## src/rtl/fifo_wr_arbiter.sv

```systemverilog
// fifo_wr_arbiter: shares a single packet-buffer FIFO write port among
// NUM_REQ requesters. Round-robin arbitration with packet lock: the winner
// keeps the port until its last beat, or until MAX_BEATS beats have been
// accepted, at which point the packet is cut and trunc_err pulses.
module fifo_wr_arbiter #(
    parameter int NUM_REQ    = 4,
    parameter int DATA_WIDTH = 32,
    parameter int MAX_BEATS  = 16,
    localparam int IDW       = (NUM_REQ > 1) ? $clog2(NUM_REQ) : 1
) (
    input  logic                          clk,
    input  logic                          rst_n,
    input  logic [NUM_REQ-1:0]            req_valid,
    input  logic [NUM_REQ-1:0]            req_last,
    input  logic [NUM_REQ*DATA_WIDTH-1:0] req_data,
    output logic [NUM_REQ-1:0]            req_ready,
    input  logic                          fifo_full,
    output logic                          fifo_wr_en,
    output logic [DATA_WIDTH-1:0]         fifo_din,
    output logic                          grant_valid,
    output logic [IDW-1:0]                grant_id,
    output logic                          trunc_err
);

    // Beat counter only has to reach MAX_BEATS-1; release happens on that beat.
    localparam int BCW = (MAX_BEATS > 1) ? $clog2(MAX_BEATS) : 1;

    typedef enum logic {
        S_IDLE   = 1'b0,
        S_LOCKED = 1'b1
    } state_t;

    state_t             state_q, state_d;
    logic [IDW-1:0]     rr_ptr_q, rr_ptr_d;
    logic [IDW-1:0]     grant_id_q, grant_id_d;
    logic [BCW-1:0]     beat_cnt_q, beat_cnt_d;
    logic               trunc_err_q, trunc_err_d;

    logic [DATA_WIDTH-1:0] data_arr [NUM_REQ];
    logic               locked;
    logic               holder_valid;
    logic               holder_last;
    logic               transfer;
    logic               at_max;
    logic [IDW-1:0]     rr_next;
    logic               sel_found;
    logic [IDW-1:0]     sel_id;

    assign locked = (state_q == S_LOCKED);

    // Per-requester data slices and ready: only the lock holder is ever ready,
    // and only while the FIFO has room.
    for (genvar gi = 0; gi < NUM_REQ; gi++) begin : g_req
        assign data_arr[gi]  = req_data[gi*DATA_WIDTH +: DATA_WIDTH];
        assign req_ready[gi] = locked && (grant_id_q == IDW'(gi)) && !fifo_full;
    end

    assign holder_valid = req_valid[grant_id_q];
    assign holder_last  = req_last[grant_id_q];
    assign transfer     = holder_valid && req_ready[grant_id_q];
    assign at_max       = (beat_cnt_q == BCW'(MAX_BEATS - 1));

    // Explicit wrap so non-power-of-two requester counts rotate correctly.
    assign rr_next = (grant_id_q == IDW'(NUM_REQ - 1)) ? '0 : grant_id_q + 1'b1;

    // Round-robin pick: first valid requester at or above rr_ptr, wrapping.
    always_comb begin
        int          idx;
        logic [IDW-1:0] idx_w;
        sel_found = 1'b0;
        sel_id    = rr_ptr_q;
        idx       = 0;
        idx_w     = '0;
        for (int k = 0; k < NUM_REQ; k++) begin
            idx = int'(rr_ptr_q) + k;
            if (idx >= NUM_REQ) begin
                idx = idx - NUM_REQ;
            end
            idx_w = IDW'(idx);
            if (!sel_found && req_valid[idx_w]) begin
                sel_found = 1'b1;
                sel_id    = idx_w;
            end
        end
    end

    // Next-state: grant from IDLE, count beats and release while LOCKED.
    always_comb begin
        state_d     = state_q;
        rr_ptr_d    = rr_ptr_q;
        grant_id_d  = grant_id_q;
        beat_cnt_d  = beat_cnt_q;
        trunc_err_d = 1'b0;
        case (state_q)
            S_IDLE: begin
                if (sel_found) begin
                    state_d    = S_LOCKED;
                    grant_id_d = sel_id;
                    beat_cnt_d = '0;
                end
            end
            S_LOCKED: begin
                if (transfer) begin
                    if (holder_last || at_max) begin
                        state_d     = S_IDLE;
                        rr_ptr_d    = rr_next;
                        beat_cnt_d  = '0;
                        // A MAX_BEATS-th beat carrying last is a clean finish.
                        trunc_err_d = at_max && !holder_last;
                    end else begin
                        beat_cnt_d = beat_cnt_q + 1'b1;
                    end
                end
            end
            default: begin
                state_d = S_IDLE;
            end
        endcase
    end

    // State registers with asynchronous reset.
    always_ff @(posedge clk or negedge rst_n) begin
        if (!rst_n) begin
            state_q     <= S_IDLE;
            rr_ptr_q    <= '0;
            grant_id_q  <= '0;
            beat_cnt_q  <= '0;
            trunc_err_q <= 1'b0;
        end else begin
            state_q     <= state_d;
            rr_ptr_q    <= rr_ptr_d;
            grant_id_q  <= grant_id_d;
            beat_cnt_q  <= beat_cnt_d;
            trunc_err_q <= trunc_err_d;
        end
    end

    assign grant_valid = locked;
    assign grant_id    = grant_id_q;
    assign trunc_err   = trunc_err_q;
    assign fifo_wr_en  = transfer;
    assign fifo_din    = data_arr[grant_id_q];

endmodule

```

## config.mk

```make
export PLATFORM = sky130hd
export DESIGN_NAME = fifo_wr_arbiter
export DESIGN_NICKNAME = d
export VERILOG_FILES = /design/src/rtl/fifo_wr_arbiter.sv
export SDC_FILE = /design/constraint.sdc
export NUM_CORES = 1
export LEC_CHECK = 0
export BUFFER_PORTS_ARGS = -buffer_cell sky130_fd_sc_hd__buf_2
export CAP_MARGIN = 20
export CORE_AREA = 2 2 70 72
export DETAILED_ROUTE_END_ITERATION = 8
export DIE_AREA = 0 0 72 74
export PLACE_DENSITY_LB_ADDON = 0.1
export SLEW_MARGIN = 5
export SYNTH_ARGS = -nofsm -noshare
export SYNTH_HDL_FRONTEND = slang
export SYNTH_SLANG_ARGS = --single-unit
```

## constraint.sdc

```tcl
create_clock -name clk -period 5.8 [get_ports clk]
set_input_delay 0.58 -clock clk [delete_from_list [all_inputs] [get_ports clk]]
set_output_delay 0.58 -clock clk [all_outputs]
set_load 0.1 [all_outputs]
```

==> Word-level counts from Yosys, hierarchy flattened <==
Cells that the tools add are included.
{ "totals": {"register_bits": 10, "inputBits": 139, "out_inout_bits": 41} }
{ "op_classes": {"add_sub_neg": 9, "n_lt_le_gt_ge": 10, "n_eq_ne": 6, "n_mux": 41, "bitwise_logic": 2, "reduce_logical": 23} }
{ "op_table": {"columns": ["op", "count"], "rows": [
  ["32-bit binary-select mux with 2-bit select", 1],
  ["32-bit two-way mux", 2],
  ["2-bit two-way mux", 9],
  ["1-bit two-way mux", 17],
  ["2-bit by 3-bit less-than comparator with 1-bit output (second input constant)", 5],
  ["1-bit binary-select mux with 2-bit select", 7],
  ["1-bit logical AND", 13],
  ["3-bit greater-or-equal comparator (second input constant)", 4],
  ["4-bit two-way mux", 3],
  ["4-bit one-hot mux with 2 select lines", 1],
  ["2-bit by 1-bit subtractor with 2-bit output (second input constant)", 4],
  ["2-bit by 2-bit adder with 3-bit output (second input constant)", 2],
  ["1-bit zero test", 5],
  ["4-bit by 1-bit adder with 4-bit output (second input constant)", 1],
  ["2-bit equality test (second input constant)", 2],
  ["4-bit equality test (second input constant)", 1],
  ["2-bit != test (second input constant)", 2],
  ["2-bit AND reduction", 2],
  ["2-bit by 1-bit adder with 3-bit output (second input constant)", 1],
  ["2-bit by 3-bit greater-or-equal comparator with 1-bit output (second input constant)", 1],
  ["2-bit NOT with 3-bit output", 1],
  ["3-bit AND reduction", 1],
  ["2-bit by 1-bit adder with 2-bit output (second input constant)", 1],
  ["2-bit by 1-bit equality test with 1-bit output (second input constant)", 1],
  ["4 further kinds", 4]
]} }

==> Depth between registers and ports, before layout <==
{ "logic_depth": {"word_depth": 16, "mapped_depth": 7} }

==> Worst setup path after synthesis <==
Ideal clock, no wire load.
{ "synth_path": {"path_type": "register to output", "startpoint": "reg grant_id_q[0] (netlist: grant_id[0])", "endpoint": "out fifo_wr_en", "t_arrival_ns": 3.126, "t_required_ns": 5.220, "setup_slack_ns": 2.094, "path_stages_with_launch": 5, "n_path_buf": 0, "path_cell_list": "dfrtp_1 > ha_1 > nand2_1 > mux4_2 > nor2_1"} }
{ "synth_via": {"elab_chain_len": 6, "word_cells_on_any_way": 17, "classes_between": "eq/ne: 3; mux: 4; reduce/logical: 10"} }
{ "synth_lines": {"columns": ["element", "line", "rtl"], "rows": [
  ["start: declaration", "35", "logic [IDW-1:0] grant_id_q, grant_id_d;"],
  ["start signal: assignment", "132", "grant_id_q <= grant_id_d;"],
  ["2-bit by 1-bit equality test with 1-bit output, or another cell as far along", "55", "assign req_ready[gi] = locked && (grant_id_q == IDW'(gi)) && !fifo_full;"],
  ["1-bit logical AND (2 in a row)", "55", null],
  ["1-bit binary-select mux with 2-bit select", "60", "assign transfer = holder_valid && req_ready[grant_id_q];"],
  ["1-bit two-way mux (implied by the code)", "60", null],
  ["1-bit logical AND (*)", "60", null],
  ["end: declaration", "18", "output logic fifo_wr_en,"]
]} }
Every way passes the cells marked *; elsewhere a longest branch is shown, timed or not. The select of a mux whose other input is x is not followed.

==> Worst setup path in the final report <==
{ "layout_path": {"startpoint": "reg grant_id_q[1] (netlist: grant_id[1])", "endpoint": "out fifo_wr_en"} }
The elaborated chain is that of the path after synthesis.

==> out/metrics.csv <==
metric,value,unit
Tot GR Track Use,21.3,%
share of cells above drive strength 1,73.4,%
"EDFF count, synth",0,
"Seq/Total Area, Yosys",16.0,%
setup TNS,0,ns
fillers,463,
Root Buffer,clkbuf_8,
ys flop type,dfrtp_1,
"Clk Latency, worst-skew pair",0.24,ns
htree depth,1,
"commonest non-fill, non-tap cells in the layout","buf_2, mux4_2, dfrtp_1",
Syn Nets,273,
clk sinks,10,
routed vias/inst,5.23,
Max Cap Viol,0,
WL/cell,16.9,µm
top-area cell type share of the netlist area,48.9,%
Max Fclk,339,MHz
asr flop ratio synth,100,%
initial antenna violation count,1,
Pleak,1.26,nW
Hold Buf Count CTS,0,
"commonest non-fill, non-tap cell in the layout",buf_2,
RSZ-0062 raised after global routing,false,
measured slew at the worst slew-check pin,0.499,ns
Setup Viol. Count Final,0,
grt ovf,0,
Critical Path AT,2.37,ns
top cell type by total area after synthesis,mux4_2,
Tmin final,2.95,ns
Multi-input gate area,0.00123,mm²
Synth-to-Final Area Change,62.1,%
Unique masters post-synth,33,
required time of the worst setup path,5.22,ns
drt total wl,6060,µm
final slew viol count,0,
worst setup path class,reg -> out,
"Clk pin slew, worst setup/hold paths",0.05,ns
VDD IR max,0.000363,V
die height,74,µm
Antenna Cells,0,
Syn Std Cell Area,0.00157,mm²
Detail Placement HPWL,5250,µm
P per Cell Area,707,mW/mm²
final worst-path cycle share,50.9,%
1st-iter DRT viols,60,
Rel. slew slack,66.9,%
Starting Density,34.0,%
Critical Path Sink Type,primary output,
total CTS buffers,3,
Startpoint Class,flop,
worst-path fanout max,39,
Vias,1872,
PortBufs,179,
Post-Synthesis Cells,129,
nets,449,
dpl ws,3.10,ns
Yosys warning count,0,
worst-path cell chain,buf_4 > ha_1 > nand2_1 > mux4_2 > nor2_1 > buf_2,
# DRC,0,
"top cells by area, synth","mux4_2, dfrtp_1, ha_1",
CTS resizes,0,
Detail Route Antenna Nets,0,
"slowest stage delay, CP",0.49,ns
area occupied by registers,251,µm²
Yosys reg bits,10,
Core Region,0.00460,mm²
first-pass GRT wire length,8780,µm
Final Hold Violating Endpoints,0,
Setup Buffers After CTS,0,
die width,72,µm
slowest CP cell,mux4_2,
Clock Skew,0.00836,ns
DIE AREA,0.00533,mm²
Initial DRT Pass Iterations,4,
number of global-route vias before repair,1788,
setup ws final,2.85,ns
worst min path class,in -> async,
Final Wtd Congestion,0.807,
CTS Buffer Depth,2,
status,finished clean,
hold slack,0.197,ns
Final Util,55.2,%
pin count of the biggest net entering global routing,40,
row cnt,25,
# IOs,180,
CTS tree,done,
average cell area after synthesis,12.1,µm²
-- synthesized netlist by cell type, drive strengths merged, types with 2 or more instances --
library cell and count:
mux4 34, dfrtp 10, inv 8, nor2 8, buf 7, nand2 7, ha 5, nand3 5
o21ai 5, a211oi 4, and2 4, mux2 4, a21oi 3, clkbuf 3, nand2b 2, nand3b 2
nor2b 2, nor3b 2, o2111ai 2, o221ai 2, o311ai 2
-- layer usage --
layer  up-vias  GRT usage [%]  part of all wire [%]
met3        13           3.25                   7.3
met5         -              0                  0.21
met4         2           6.50                   2.0
met2        82           35.4                    49
met1       887           29.0                    41
li1        888              -                     -
-- final timing paths --
check / from / end / slack [ns] / cells after the start
setup / recovery: grant_id[1] / fifo_wr_en / 2.85 / 6
hold / removal: rst_n / grant_valid / 0.20 / 1
setup reg to reg: grant_id[0] / rr_ptr_q[0] / 3.28 / 5
hold reg to reg: beat_cnt_q[1] / beat_cnt_q[1] / 0.55 / 2
max in group asynchronous: rst_n / grant_id[0] / 5.39 / 1
min in group clk: beat_cnt_q[1] / beat_cnt_q[1] / 0.55 / 2
-- final cells by class --
class                      count  share of cell area (%)
sequential                    10                    9.91
multi-input combinational    101                    48.5
clock buffer                   4                    1.78
timing repair buffer         181                    35.9
tap                           54                    2.66
inverter                       8                    1.28
-- power breakdown --
part / internal (mW) / total [mW] / switching, mW
registers: 0.0932 / 0.137 / 0.0441
logic: 0.367 / 1.58 / 1.21
clock network: 0.0481 / 0.0747 / 0.0266
total: 0.509 / 1.79 / 1.29
-- stage by stage --
step,total power [mW],cells,cell area [µm²]
after global routing,1.86,358,2540
final,1.79,358,2540
after global placement,1.72,354,2490
after CTS,1.80,358,2540
after detailed placement,1.73,354,2490
after floorplan,1.51,129,1570
-- kinds of logic after synthesis --
kind of cell / Yosys count / share of synthesized area, %
multiplexers: 39 / 52.4
adder cells (fa/ha/maj): 5 / 4.00
flip-flops: 10 / 16.0
AO/OA/AOI/OAI: 22 / 9.67
buffers and inverters: 18 / 5.44
AND/OR/NAND/NOR: 35 / 12.5
-- registers in the layout (all words and copies together) (netlist names) --
register / count
beat_cnt_q: 4
grant_valid: 1
rr_ptr_q: 2
grant_id: 2
trunc_err: 1
-- critical path: cells and delay by family, from the launching register on --
family        cells  cell delay (ns)
flops             1             0.32
buf+inv           2             0.85
simple gates      2             0.16
fa+ha+maj         1             0.30
mux               1             0.49
No activity file was read; power rests on OpenSTA's default activity.
